[config.mk]
export PLATFORM = sky130hd
export DESIGN_NAME = memory_tile_reader
export DESIGN_NICKNAME = d
export VERILOG_FILES = /design/src/rtl/tile_reader_pkg.sv /design/src/rtl/tile_reader_fifo2.sv /design/src/rtl/memory_tile_reader.sv
export SDC_FILE = /design/constraint.sdc
export NUM_CORES = 1
export LEC_CHECK = 0
export ABC_AREA = 1
export BUFFER_PORTS_ARGS = -buffer_cell sky130_fd_sc_hd__buf_2
export CAP_MARGIN = 5
export CORE_MARGIN = 2
export CORE_UTILIZATION = 59
export DETAILED_ROUTE_END_ITERATION = 12
export PLACE_DENSITY = 0.82
export SYNTH_ARGS = -nofsm -noshare
export SYNTH_HDL_FRONTEND = slang
export SYNTH_HIERARCHICAL = 1
export SYNTH_SLANG_ARGS = --single-unit
[constraint.sdc]
create_clock -name clk -period 3.6 [get_ports clk]
set_input_delay 0.18 -clock clk [delete_from_list [all_inputs] [get_ports clk]]
set_output_delay 0.18 -clock clk [all_outputs]
set_load 0.01 [all_outputs]
[src/rtl/tile_reader_pkg.sv]
// Shared types and defaults for the memory tile reader: FSM state encoding,
// width defaults and the output buffer entry layout.
package tile_reader_pkg;

    localparam int ADDR_W_DEF = 16;
    localparam int DATA_W_DEF = 18;
    localparam int DIM_W_DEF  = 8;

    typedef enum logic [1:0] {
        ST_IDLE  = 2'd0,
        ST_ISSUE = 2'd1,
        ST_DRAIN = 2'd2,
        ST_DONE  = 2'd3
    } tile_state_e;

    // Buffer entry is {last, zero, data}; the flag offsets are relative to DATA_W.
    localparam int ENTRY_FLAGS = 2;
    localparam int LAST_OFS    = 1;
    localparam int ZERO_OFS    = 0;

endpackage

[src/rtl/tile_reader_fifo2.sv]
// Two-entry FIFO holding {last, zero, data} buffer entries, with an occupancy
// count so the issuing logic can budget its memory reads.
module tile_reader_fifo2
    import tile_reader_pkg::*;
#(
    parameter int DATA_W = DATA_W_DEF
) (
    input  logic                          clk,
    input  logic                          rst,
    input  logic                          push,
    input  logic [DATA_W+ENTRY_FLAGS-1:0] din,
    input  logic                          pop,
    output logic [DATA_W+ENTRY_FLAGS-1:0] head,
    output logic [1:0]                    count
);

    logic [DATA_W+ENTRY_FLAGS-1:0] mem_q [2];
    logic                          wr_q;
    logic                          rd_q;
    logic [1:0]                    count_q;

    // The caller never pushes into a full buffer nor pops an empty one.
    always_ff @(posedge clk) begin
        if (rst) begin
            mem_q[0] <= '0;
            mem_q[1] <= '0;
            wr_q     <= 1'b0;
            rd_q     <= 1'b0;
            count_q  <= 2'd0;
        end else begin
            if (push) begin
                mem_q[wr_q] <= din;
                wr_q        <= ~wr_q;
            end
            if (pop) begin
                rd_q <= ~rd_q;
            end
            case ({push, pop})
                2'b10:   count_q <= count_q + 2'd1;
                2'b01:   count_q <= count_q - 2'd1;
                default: count_q <= count_q;
            endcase
        end
    end

    assign head  = mem_q[rd_q];
    assign count = count_q;

endmodule

[src/rtl/memory_tile_reader.sv]
// Walks a rectangular tile in raster order, issuing one memory read per pixel and
// streaming the returned pixels out. Optional border padding: TILE_READER_ZERO_PAD_EN.
module memory_tile_reader
    import tile_reader_pkg::*;
#(
    parameter int ADDR_W = ADDR_W_DEF,
    parameter int DATA_W = DATA_W_DEF,
    parameter int DIM_W  = DIM_W_DEF
) (
    input  logic              clk,
    input  logic              rst,
    input  logic              start,
    input  logic [ADDR_W-1:0] base_addr,
    input  logic [DIM_W-1:0]  tile_w,
    input  logic [DIM_W-1:0]  tile_h,
    input  logic [DIM_W-1:0]  row_stride,
`ifdef TILE_READER_ZERO_PAD_EN
    input  logic [1:0]        pad,
`endif
    output logic              busy,
    output logic              done,
    output logic [ADDR_W-1:0] mem_read_addr,
    input  logic [DATA_W-1:0] mem_read_data,
    output logic [DATA_W-1:0] out_data,
    output logic              out_valid,
    input  logic              out_ready,
    output logic              out_last,
    output tile_state_e       fsm_state
);

    localparam int CNT_W = DIM_W + 1;
    localparam int EW    = DATA_W + ENTRY_FLAGS;

    tile_state_e       state_q, state_d;
    logic [DIM_W-1:0]  w_q, h_q, stride_q;
    logic [ADDR_W-1:0] row_base_q, last_addr_q, cur_addr;
    logic [CNT_W-1:0]  col_q, row_q, ext_w, ext_h, col_off;
    logic              inflight_q, inflight_last_q, inflight_zero_q;
    logic              accept, issue, mem_read, pop, credit_ok;
    logic              at_row_end, at_last, border, row_interior;
    logic [2:0]        occupancy;
    logic [1:0]        buf_count;
    logic [EW-1:0]     buf_head, buf_din;

`ifdef TILE_READER_ZERO_PAD_EN
    logic [1:0]       pad_q;
    logic [CNT_W-1:0] pad_ext;

    always_ff @(posedge clk) begin
        if (rst) begin
            pad_q <= 2'd0;
        end else if (accept) begin
            pad_q <= pad;
        end
    end

    // The padded frame is walked as one raster; interior positions map back to memory.
    always_comb begin
        pad_ext      = CNT_W'(pad_q);
        ext_w        = CNT_W'(w_q) + (pad_ext << 1);
        ext_h        = CNT_W'(h_q) + (pad_ext << 1);
        row_interior = (row_q >= pad_ext) && (row_q < pad_ext + CNT_W'(h_q));
        border       = !row_interior || (col_q < pad_ext) || (col_q >= pad_ext + CNT_W'(w_q));
        col_off      = col_q - pad_ext;
    end
`else
    always_comb begin
        ext_w        = CNT_W'(w_q);
        ext_h        = CNT_W'(h_q);
        row_interior = 1'b1;
        border       = 1'b0;
        col_off      = col_q;
    end
`endif

    // out_valid/out_ready: a beat moves on a rising edge where both are high. out_valid
    // comes only from buffer occupancy, and the head entry holds until it is popped.
    always_comb begin
        out_valid  = (buf_count != 2'd0);
        pop        = out_valid && out_ready;
        occupancy  = 3'(buf_count) + 3'(inflight_q) - 3'(pop);
        credit_ok  = (occupancy < 3'd2);
        accept     = (state_q == ST_IDLE) && start;
        issue      = (state_q == ST_ISSUE) && credit_ok;
        mem_read   = issue && !border;
        at_row_end = (col_q == ext_w - CNT_W'(1));
        at_last    = at_row_end && (row_q == ext_h - CNT_W'(1));
        cur_addr   = row_base_q + ADDR_W'(col_off);
        mem_read_addr = mem_read ? cur_addr : last_addr_q;
        out_last   = out_valid && buf_head[DATA_W+LAST_OFS];
        out_data   = buf_head[DATA_W+ZERO_OFS] ? '0 : buf_head[DATA_W-1:0];
        buf_din    = {inflight_last_q, inflight_zero_q, mem_read_data};
        busy       = (state_q == ST_ISSUE) || (state_q == ST_DRAIN);
        done       = (state_q == ST_DONE);
        fsm_state  = state_q;
    end

    always_comb begin
        state_d = state_q;
        case (state_q)
            ST_IDLE: begin
                if (start) begin
                    state_d = (tile_w == '0 || tile_h == '0) ? ST_DONE : ST_ISSUE;
                end
            end
            ST_ISSUE: begin
                if (issue && at_last) state_d = ST_DRAIN;
            end
            ST_DRAIN: begin
                // Leave as the final beat is popped so done follows that handshake directly.
                if (!inflight_q && (buf_count == 2'd0 || (buf_count == 2'd1 && pop))) begin
                    state_d = ST_DONE;
                end
            end
            ST_DONE:  state_d = ST_IDLE;
            default:  state_d = ST_IDLE;
        endcase
    end

    always_ff @(posedge clk) begin
        if (rst) begin
            state_q         <= ST_IDLE;
            w_q             <= '0;
            h_q             <= '0;
            stride_q        <= '0;
            row_base_q      <= '0;
            col_q           <= '0;
            row_q           <= '0;
            last_addr_q     <= '0;
            inflight_q      <= 1'b0;
            inflight_last_q <= 1'b0;
            inflight_zero_q <= 1'b0;
        end else begin
            state_q         <= state_d;
            inflight_q      <= issue;
            inflight_last_q <= issue && at_last;
            inflight_zero_q <= issue && border;
            if (mem_read) last_addr_q <= cur_addr;
            if (accept) begin
                w_q        <= tile_w;
                h_q        <= tile_h;
                stride_q   <= row_stride;
                row_base_q <= base_addr;
                col_q      <= '0;
                row_q      <= '0;
            end else if (issue) begin
                if (at_row_end) begin
                    col_q <= '0;
                    row_q <= row_q + CNT_W'(1);
                    if (row_interior) row_base_q <= row_base_q + ADDR_W'(stride_q);
                end else begin
                    col_q <= col_q + CNT_W'(1);
                end
            end
        end
    end

    tile_reader_fifo2 #(
        .DATA_W (DATA_W)
    ) u_fifo (
        .clk   (clk),
        .rst   (rst),
        .push  (inflight_q),
        .din   (buf_din),
        .pop   (pop),
        .head  (buf_head),
        .count (buf_count)
    );

endmodule

### Word-level counts from Yosys, hierarchy flattened

Memories as Yosys holds them, arrays and structs flattened. A register that Yosys moved wholly into a read port is not among the register bits.
Cells that the tools add are included.

| storage, ports and cells | value |
|---|---|
| bits in registers | 82 |
| memories | 1 |
| bits in writable memories | 38 |
| bits of input ports | 62 |

| operators by class | value |
|---|---|
| bitwise logic cells | 2 |
| magnitude comparators | 1 |
| add/sub/neg operators | 10 |
| eq/ne operators | 11 |
| reduce and logical (&&, ||, !) cells | 25 |
| muxes and demuxes | 22 |

Memories:

| name | depth | bits a word | read ports | clocked after Yosys merged registers in | wr ports | line | source |
|---|---|---|---|---|---|---|---|
| u_fifo.mem_q | 2 | 19 | 1 | 1 | 2 | tile_reader_fifo2.sv:17 | `logic [DATA_W+ENTRY_FLAGS-1:0] mem_q [2];` |

Operators by type and width:

| cell | count |
|---|---|
| 2-to-1 mux 16 bit | 4 |
| 2-to-1 mux 19 bit | 1 |
| OR reduction 19 bit | 1 |
| adder 9 x 1 -> 9 bit, second input constant | 2 |
| equality test 9 bit | 2 |
| 2-to-1 mux 18 bit | 1 |
| subtractor 8 x 1 -> 9 bit, second input constant | 2 |
| adder 16 x 8 -> 16 bit | 1 |
| adder 16 x 9 -> 16 bit | 1 |
| zero test 8 bit | 2 |
| 2-to-1 mux 1 bit | 9 |
| 2-to-1 mux 9 bit | 1 |
| logical AND 1 bit | 8 |
| 2-to-1 mux 2 bit | 4 |
| case mux 2 bit (4 select lines) | 1 |
| nonzero test 2 bit | 4 |
| equality test 2 x 1 -> 1 bit, second input constant | 3 |
| equality test 2 bit, second input constant | 3 |
| zero test 2 bit | 2 |
| inequality test 2 x 1 -> 1 bit, second input constant | 2 |
| case mux 2 bit (2 select lines) | 1 |
| AND reduction 2 bit | 2 |
| adder 2 x 1 -> 3 bit | 1 |
| logical OR 1 bit | 3 |
| other kinds (9) | 10 |

### Longest topological paths before layout

Gate-level depths: netlist (run 1).

| depth | value |
|---|---|
| word-level depth | 8 |
| depth in mapped cells | 18 |

### Cells and area by module

Netlist (run 1), hierarchy kept.

By module, submodules not included:

| module | seq. area each (µm²) | cells each | times used | area an instance (µm²) |
|---|---|---|---|---|
| memory_tile_reader | 1561.5 | 808 | 1 | 5454.0 |
| tile_reader_fifo2 | 1301.2 | 158 | 1 | 2009.4 |

### Worst setup path before layout (run 1)

Ideal clock, no wire load.

| path | value |
|---|---|
| path kind | register to register |
| from | register u_fifo.count_q[0] (netlist: u_fifo/count[0]) |
| to | register row_base_q[8] |
| data arrival time | 2.569 ns |
| library setup time | 0.113 ns |
| cell stages (with the launch flop) | 16 |
| slack | 0.918 ns |
| buffers on the path | 1 |
| period minus slack after synthesis | 2.682 ns |
| path through | dfxtp_1 -> nor2_1 -> nor2_1 -> ha_1 -> nor2_1 -> fa_1 -> nor2_1 -> nand3_1 -> nor2_1 -> nand3_2 -> nor2_2 -> nand4_4 -> nand2_4 -> buf_12 -> and3_1 -> nor2_1 |

| on the way | value |
|---|---|
| word-level cells in the longest chain between the ends | 7 |

RTL lines:

| what | line | source |
|---|---|---|
| from (decl) | tile_reader_fifo2.sv:20 | `logic [1:0] count_q;` |
| from (signal assigned) | tile_reader_fifo2.sv:39 | `2'b10: count_q <= count_q + 2'd1;` |
| from (signal assigned) | tile_reader_fifo2.sv:40 | `2'b01: count_q <= count_q - 2'd1;` |
| from (signal assigned) | tile_reader_fifo2.sv:41 | `default: count_q <= count_q;` |
| nonzero test 2 bit | memory_tile_reader.sv:79 | `out_valid = (buf_count != 2'd0);` |
| logical AND 1 bit | memory_tile_reader.sv:80 | `pop = out_valid && out_ready;` |
| net pop | memory_tile_reader.sv:39 | `logic accept, issue, mem_read, pop, credit_ok;` |
| subtractor 3 x 1 -> 3 bit | memory_tile_reader.sv:81 | `occupancy = 3'(buf_count) + 3'(inflight_q) - 3'(pop);` |
| less-than comparator 3 x 2 -> 1 bit | memory_tile_reader.sv:82 | `credit_ok = (occupancy < 3'd2);` |
| logical AND 1 bit | memory_tile_reader.sv:84 | `issue = (state_q == ST_ISSUE) && credit_ok;` |
| nonzero test 2 bit (no line) | n/a |  |
| AND reduction 2 bit (no line) | n/a |  |
| to (signal assigned) | memory_tile_reader.sv:143 | `row_base_q <= base_addr;` |
| to (signal assigned) | memory_tile_reader.sv:150 | `if (row_interior) row_base_q <= row_base_q + ADDR_W'(stride_q);` |
| to (decl) | memory_tile_reader.sv:36 | `logic [ADDR_W-1:0] row_base_q, last_addr_q, cur_addr;` |

The timed path passes the listed nets, and every way through them passes these cells.
A chain may end at the register's enable or synchronous reset.

### Final worst setup path (run 1)

| path | value |
|---|---|
| from | register u_fifo.count_q[1] (netlist: u_fifo/count[1]) |
| to | output mem_read_addr[0] |

| on the way | value |
|---|---|
| word-level cells in the longest chain between the ends | 6 |

RTL lines:

| what | line | source |
|---|---|---|
| nonzero test 2 bit | memory_tile_reader.sv:79 |  |
| logical AND 1 bit | memory_tile_reader.sv:80 |  |
| net pop | memory_tile_reader.sv:39 |  |
| subtractor 3 x 1 -> 3 bit | memory_tile_reader.sv:81 |  |
| less-than comparator 3 x 2 -> 1 bit | memory_tile_reader.sv:82 |  |
| logical AND 1 bit | memory_tile_reader.sv:84 |  |
| 2-to-1 mux 16 bit | n/a |  |
| to (decl) | memory_tile_reader.sv:22 | `output logic [ADDR_W-1:0] mem_read_addr,` |

The timed path passes the listed nets, and every way through them passes these cells.

==> results of run 1 <==
final timing paths:
| kind | from | end | slack [ps] | cells past startpoint |
|---|---|---|---|---|
| setup / recovery | u_fifo/count[1] | mem_read_addr[0] | 290 | 13 |
| hold / removal | row_stride[5] | stride_q[5] | 10 | 3 |
| setup reg to reg | u_fifo/count[1] | row_base_q[8] | 460 | 14 |
| hold reg to reg | row_q[8] | row_q[8] | 470 | 2 |
area by class of cell:
| type | instances | area [um^2] |
|---|---|---|
| clock buffer | 22 | 444 |
| clock inverter | 10 | 149 |
| fill | 1044 | 3830 |
| inverter | 140 | 529 |
| multi-input combinational | 672 | 3850 |
| sequential | 123 | 2860 |
| tap | 172 | 215 |
| timing repair buffer | 111 | 581 |
per-layer routing:
| metal | vias up | share of wire | global-route usage |
|---|---|---|---|
| li1 | 3332 | - | - |
| met2 | 209 | 0.47 | 0.428 |
| met1 | 3000 | 0.45 | 0.320 |
| met3 | 38 | 0.059 | 0.0555 |
| met5 | - | 0 | 0 |
| met4 | 0 | 0.023 | 0.112 |
sequential cells by signal, summed over array words and instances (netlist names), named ones only:
register / count
h_q: 8
last_addr_q: 16
col_off: 9
u_fifo/rd_q: 1
inflight_last_q: 1
w_q: 8
u_fifo/mem_q: 40
stride_q: 8
row_q: 9
inflight_q: 1
fsm_state: 2
u_fifo/wr_q: 1
u_fifo/count: 2
row_base_q: 16
kinds of logic after synthesis:
logic type / after synthesis / share of synthesized area
simple gates: 451 / 0.283
buf+inv: 171 / 0.100
compound gates: 137 / 0.105
flops: 123 / 0.384
fa+ha+maj: 31 / 0.0550
xor+xnor: 31 / 0.0409
mux: 21 / 0.0315
other cells: 1 / 0.000502
power groups by stage:
| stage | Combinational (mW) | Sequential, mW | Clock (mW) |
|---|---|---|---|
| 5_1_grt | 2.77 | 1.97 | 1.81 |
| 2_1_floorplan | 1.93 | 1.87 | 0 |
| 6_report | 2.45 | 1.93 | 1.72 |
| 3_5_place_dp | 2.42 | 1.95 | 0 |
| 3_3_place_gp | 2.37 | 1.94 | 0 |
| 4_1_cts | 2.44 | 1.93 | 1.75 |
what timing repair did:
action | 4_1_cts | 5_1_grt
buffers inserted | 0 | 0
resized for setup | 0 | 1
endpoints found under the setup margin | 0 | 10
hold buffers | 0 | 0
hold endpoints to repair | 0 | 0
cells in the final DEF (no fill, tap or decap), types with 3 or more instances in the layout:
master,Yosys,routed
sky130_fd_sc_hd__buf_4,1,10
sky130_fd_sc_hd__dfxtp_1,83,83
sky130_fd_sc_hd__xnor2_1,9,9
sky130_fd_sc_hd__nand4_1,16,16
sky130_fd_sc_hd__nor2_2,22,22
sky130_fd_sc_hd__or2_2,12,12
sky130_fd_sc_hd__mux2_2,20,20
sky130_fd_sc_hd__nand2_2,8,9
sky130_fd_sc_hd__edfxtp_1,40,40
sky130_fd_sc_hd__o211ai_1,3,3
sky130_fd_sc_hd__a21oi_1,48,48
sky130_fd_sc_hd__o21ai_2,4,4
sky130_fd_sc_hd__and2_1,5,5
sky130_fd_sc_hd__bufinv_16,0,4
sky130_fd_sc_hd__xor2_1,20,20
sky130_fd_sc_hd__o21ai_0,59,59
sky130_fd_sc_hd__clkinv_2,0,5
sky130_fd_sc_hd__nor3b_2,3,3
sky130_fd_sc_hd__nor2_1,132,132
sky130_fd_sc_hd__clkbuf_16,0,17
sky130_fd_sc_hd__nand3_2,6,6
sky130_fd_sc_hd__clkbuf_1,10,5
sky130_fd_sc_hd__a31oi_1,3,3
sky130_fd_sc_hd__a21oi_2,6,6
sky130_fd_sc_hd__fa_1,3,3
sky130_fd_sc_hd__a211oi_1,3,3
sky130_fd_sc_hd__inv_2,4,4
sky130_fd_sc_hd__inv_1,136,135
sky130_fd_sc_hd__nor3_1,5,5
sky130_fd_sc_hd__nand3b_1,3,3
sky130_fd_sc_hd__nand3_1,58,58
sky130_fd_sc_hd__nand2_1,163,162
sky130_fd_sc_hd__buf_2,5,101
sky130_fd_sc_hd__nor4_1,5,5
sky130_fd_sc_hd__nor2_4,5,5
sky130_fd_sc_hd__ha_1,28,28
worst register-to-register path: stages (launching register included):
cell and delay [ps]:
sky130_fd_sc_hd__dfxtp_1 410, sky130_fd_sc_hd__nor2_1 90, sky130_fd_sc_hd__nor2_1 230, sky130_fd_sc_hd__ha_1 280, sky130_fd_sc_hd__nor2_1 130, sky130_fd_sc_hd__fa_1 420
sky130_fd_sc_hd__nor2_1 110, sky130_fd_sc_hd__nand3_1 150, sky130_fd_sc_hd__nor2_1 170, sky130_fd_sc_hd__nand3_2 90, sky130_fd_sc_hd__nor2_2 170, sky130_fd_sc_hd__nand4_4 240
sky130_fd_sc_hd__nand2_4 300, sky130_fd_sc_hd__and3_1 200, sky130_fd_sc_hd__nor2_1 40
through the flow:
stage	setup WS [ps]	power, mW
after global routing	3.11	6.55
after floorplan	918	3.80
after CTS	155	6.12
after global placement	653	4.32
final	293	6.11
after detailed placement	526	4.37
==> parameters.txt, run 1 <==
Parameter                              Value

GRT
  GRT Total Usage    0.256
  Pin count of the biggest net entering global routing    60
  Antenna violations before repair    0
  Wire length of the first global-routing pass    27.1 mm
  Total global routing overflow    0
  Number of global-route vias before repair    6,070

Timing
  RSZ-0062 raised after global routing    no
  Maximum frequency from static timing analysis    302 MHz
  Final count of negative-setup-slack endpoints    0
  Fin crit period    3310 ps
  Number of slew-limit violations in the final report    0
  Setup TNS    0 ps
  Worst hold slack    12.7 ps
  Max_slew headroom    0.404
  Post-route fraction of the period consumed by the critical path    0.919
  Slew at the pin closest to its max-slew limit    893 ps
  Final hold violations    0
  Worst clock skew    5.41 ps

Clocking
  TritonCTS clock tree    built
  Clock-pin slew on the worst setup and hold paths    50 ps
  Clock buffer count from CTS    17
  Later-pin clock latency in the skew report    420 ps
  Maximum root-to-sink buffer count    2
  Root Driver    sky130_fd_sc_hd__clkbuf_16
  Total clock sinks    123
  # H-tree levels    4

Worst setup path
  Kind of end point of the critical path    output port
  CP Class    flop to output port
  Largest fanout of any net on the critical path    22
  Worst setup SP type    flop
  Critical Path Max Stage Delay    410 ps
  Cells along the critical path    nor2_1 > nor2_1 > ha_1 > inv_1 > fa_1 > inv_1 > nand2_1 > nand3_1 > clkinvlp_4 > or2_2 > inv_1 > a21oi_1 > buf_2
  Slowest stage cell, crit path    sky130_fd_sc_hd__dfxtp_1
  Most frequent cell on the critical path    sky130_fd_sc_hd__inv_1
  Bufs and invs on worst path    5
  Crit path arrival time    3130 ps
  CP delay by family, top    simple AND/OR/NAND/NOR gates
  Required time of the critical path    3420 ps

Detailed routing
  Via count normalized by instance count    5.26
  Number of antenna-violating nets in the routed design    0
  Post-route DRC violation count    0
  Detailed-route via count    6,579
  Count of routing violations after the opening detailed-route iteration    441
  Overall routed net length    16.6 mm
  Length of the first detailed-routing pass in iterations    5
  Avg WL per Cell    13.3 um

Synth
  Distinct cell type count of the synthesized netlist    54
  Most instantiated flip-flop cell in the synthesis netlist    sky130_fd_sc_hd__dfxtp_1
  Synthesized area per cell    7.73 um^2
  Proportion of netlist area held by the largest area contributor    0.223
  Ys async rst share    0
  Most frequent cell after synthesis    sky130_fd_sc_hd__nand2_1
  Register area share after synthesis    0.384
  Net count of the mapped netlist    1,059
  Synthesis warning total    6
  Total standard cell area after synthesis    7460 um^2
  Post-synth EDFFs    40
  Ranking of synthesized cells by area    sky130_fd_sc_hd__dfxtp_1, sky130_fd_sc_hd__edfxtp_1, sky130_fd_sc_hd__nand2_1
  Library cell occupying the most area in the post-synthesis netlist    sky130_fd_sc_hd__dfxtp_1
  Commonest cells in the synthesized netlist    sky130_fd_sc_hd__nand2_1, sky130_fd_sc_hd__inv_1, sky130_fd_sc_hd__nor2_1, sky130_fd_sc_hd__dfxtp_1, sky130_fd_sc_hd__o21ai_0
  Syn Inst Count    966
  Number of register bits inferred by synthesis    123

Final layout
  Final Core Density    0.693
  Fraction of final layout cells with drive strength greater than 1    0.221
  Number of inserted diodes    0
  Finished Cell Area    8640 um^2
  Fin cells    1,250
  Final net count    1,158
  Area Growth Syn to Fin    15.7%

Pwr
  Power share of the sequential group    0.317
  Leakage dissipation    4.03 nW
  Combinational Power Share    0.401
  Share of total power consumed by net switching    0.379
  Peak supply drop    0.355 mV
  Net switching component of the power    2.31 mW
  Cell Pwr Density    707 nW/um^2
  Clock share of power    0.282
  Int Power    3.79 mW

Place
  Cell area after placement    8040 um^2
  Input/output buffers    101
  Global placer's final weighted congestion    0.923
  Detail Placement HPWL    12.1 mm
  Number of placed cells counting well taps    1,218

Floorplanning
  Die Y    116 um
  Die width    116 um
  Floorplan row count    41
  Die area    13,600 um^2
  Placeable core region    12,500 um^2
  # IOs    102
  Initial core utilization    0.599

Status
  Status    finished clean

Hold path
  Hold crit path type    input port to flop

Job
  Max-cap viol count    0
Note: power is estimated with default switching activity, not from simulation.
==> run 2: changes to the inputs <==
--- a/config.mk
+++ b/config.mk
@@ -9,9 +9,8 @@
 export BUFFER_PORTS_ARGS = -buffer_cell sky130_fd_sc_hd__buf_2
 export CAP_MARGIN = 5
 export CORE_MARGIN = 2
-export CORE_UTILIZATION = 59
+export CORE_UTILIZATION = 45
 export DETAILED_ROUTE_END_ITERATION = 12
-export PLACE_DENSITY = 0.82
 export SYNTH_ARGS = -nofsm -noshare
 export SYNTH_HDL_FRONTEND = slang
 export SYNTH_HIERARCHICAL = 1
==> run 2 against run 1 <==
  * Wire length is 1.5% higher
  * Setup slack better by 44 ps
  * Clock skew is 2.6 ps higher
  * Final area is 1.1% higher
  * Maximum frequency is 1.3% higher
  * Total power is 1.1% higher
  * Flip-flop and latch count stayed put
  * Critical endpoint is now mem_read_addr[2]
  * Largest cell class unchanged
  * Highest routed layer unchanged
==> parameters.txt, run 2 (synthesized netlist as in run 1, its figures left out) <==
Parameter                              Value

Worst setup path
  Worst flop-to-flop path startpoint    u_fifo/count[1]
  Slowest stage cell, crit path    sky130_fd_sc_hd__fa_1
  Number of logic stages on the critical path including buffering    14
  Worst reg-to-reg setup slack    550 ps
  CP delay by family, top    simple AND/OR/NAND/NOR gates
  Worst setup SP type    flop
  Launching instance or port of the critical path    u_fifo/count[1]
  Endpoint of the worst register-to-register path    row_base_q[8]
  Cells along the critical path    nor2_1 > nor2_1 > ha_1 > nor2_1 > fa_1 > nor2_1 > nand3_1 > buf_4 > inv_1 > buf_4 > or2_2 > inv_1 > a21oi_1 > buf_2
  Bufs and invs on worst path    5
  Largest fanout of any net on the critical path    20
  R2r worst-path depth    14
  Required time of the critical path    3420 ps
  CP Class    flop to output port
  Critical Path Max Stage Delay    430 ps
  Kind of end point of the critical path    output port
  Most frequent cell on the critical path    sky130_fd_sc_hd__nor2_1
  Crit path arrival time    3080 ps
  Worst setup path endpoint    mem_read_addr[2]

Detailed routing
  Length of the first detailed-routing pass in iterations    9
  Number of antenna-violating nets in the routed design    0
  Avg WL per Cell    13.0 um
  Via count normalized by instance count    4.87
  Count of routing violations after the opening detailed-route iteration    298
  Detailed-route via count    6,320
  Overall routed net length    16.9 mm
  Post-route DRC violation count    0

Final layout
  Finished Cell Area    8730 um^2
  Commonest non-fill, non-tap cells in the layout    sky130_fd_sc_hd__nand2_1, sky130_fd_sc_hd__inv_1, sky130_fd_sc_hd__nor2_1, sky130_fd_sc_hd__buf_2, sky130_fd_sc_hd__dfxtp_1
  Fraction of final layout cells with drive strength greater than 1    0.224
  Registers with the most flip-flops    u_fifo/mem_q: 40 flops, last_addr_q: 16 flops, row_base_q: 16 flops
  Area Growth Syn to Fin    17.0%
  Final Core Density    0.532
  Number of inserted diodes    0
  Most flop-heavy register    u_fifo/mem_q
  Leading cell type in the layout, fill and taps excluded    sky130_fd_sc_hd__nand2_1
  Final net count    1,158
  Number of flip-flops in the largest register    40

Clocking
  Total clock sinks    123
  Maximum root-to-sink buffer count    2
  Clock-pin slew on the worst setup and hold paths    60 ps
  TritonCTS clock tree    built
  # H-tree levels    4
  Post-CTS Repair Setup Buffers    0
  Root Driver    sky130_fd_sc_hd__clkbuf_16
  Clock buffer count from CTS    17
  Later-pin clock latency in the skew report    420 ps

GRT
  Wire length of the first global-routing pass    28.2 mm
  Total global routing overflow    0
  Pin count of the biggest net entering global routing    60
  GRT Total Usage    0.199
  Antenna violations before repair    0
  Number of global-route vias before repair    5,810

Timing
  RSZ-0062 raised after global routing    no
  Slew at the pin closest to its max-slew limit    978 ps
  Max_slew headroom    0.347
  Post-route fraction of the period consumed by the critical path    0.906
  Maximum frequency from static timing analysis    306 MHz
  Final count of negative-setup-slack endpoints    0
  Worst clock skew    7.99 ps
  Fin crit period    3260 ps
  Number of slew-limit violations in the final report    0
  Setup TNS    0 ps
  Final hold violations    0

Place
  Global placer's final weighted congestion    0.843
  Detail Placement HPWL    12.5 mm
  Cell area after placement    8090 um^2
  Input/output buffers    101

Pwr
  Design Power    6.17 mW
  Leakage dissipation    4.04 nW
  Cell Pwr Density    707 nW/um^2
  Peak supply drop    0.396 mV

Floorplanning
  Initial core utilization    0.455
  Die width    133 um
  Die Y    133 um
  Placeable core region    16,400 um^2
  Die area    17,600 um^2
  Floorplan row count    47
  # IOs    102

Hold path
  Hold crit path type    input port to flop

Status
  Status    finished clean

Job
  Max-cap viol count    0
-- run 2: routing by layer --
layer  GRT usage  wire length (um)  vias up  part of all wire
met4      0.0603               185        0             0.011
li1            -                 -     3327                 -
met1       0.276              8330     2840              0.49
met5           0                 0        -                 0
met3      0.0356               751       14             0.045
met2       0.316              7580      139              0.45
-- run 2: area by class of cell --
| cell class | instances | area (um^2) |
|---|---|---|
| multi-input cells | 672 | 3850 |
| clock buffers | 18 | 439 |
| inverters | 140 | 526 |
| fillers | 1648 | 7670 |
| clock inverters | 14 | 194 |
| repair buffers | 111 | 583 |
| flip-flops and latches | 123 | 2860 |
| well taps | 220 | 275 |
-- run 2: worst min-delay path by stage --
stage          cells past startpoint     endpoint     startpoint  slack, ps
2_1_floorplan                      1         flop            rst        250
3_3_place_gp                       3  stride_q[7]  row_stride[7]        430
3_5_place_dp                       3  stride_q[0]  row_stride[0]        440
4_1_cts                            3  stride_q[7]  row_stride[7]        0.4
5_1_grt                            3  stride_q[7]  row_stride[7]         40
6_report                           3  stride_q[7]  row_stride[7]          7
-- run 2: worst reg2reg max path, cell delays in order, from the launching register on --
cell and delay, ps:
sky130_fd_sc_hd__dfxtp_1 390, sky130_fd_sc_hd__nor2_1 90, sky130_fd_sc_hd__nor2_1 200, sky130_fd_sc_hd__ha_1 270, sky130_fd_sc_hd__nor2_1 130, sky130_fd_sc_hd__fa_1 430, sky130_fd_sc_hd__nor2_1 110, sky130_fd_sc_hd__nand3_1 80
sky130_fd_sc_hd__nor2_1 140, sky130_fd_sc_hd__nand3_2 90, sky130_fd_sc_hd__nor2_2 160, sky130_fd_sc_hd__nand4_4 250, sky130_fd_sc_hd__nand2_4 320, sky130_fd_sc_hd__and3_1 220, sky130_fd_sc_hd__nor2_1 50
-- run 2: what timing repair did --
action / 4_1_cts / 5_1_grt
hold buffers: 1 / 0
resized for setup: 0 / 0
endpoints found under the hold margin: 1 / 0
-- run 2: metrics by stage --
| stage | std cells | setup slack [ps] | hold WS (ps) |
|---|---|---|---|
| finish | 1298 | 337 | 6.58 |
| global route | 1298 | 18.0 | 35.3 |
| CTS | 1298 | 287 | 0.409 |
| detailed placement | 1265 | 526 | 439 |
| global placement | 1265 | 635 | 435 |
| floorplan | 966 | 918 | 252 |
-- run 2: power by group --
| group | total [mW] | internal (mW) | switching (mW) |
|---|---|---|---|
| Sequential | 1.93 | 1.70 | 0.232 |
| Combinational | 2.43 | 0.944 | 1.49 |
| Clock | 1.81 | 1.18 | 0.637 |
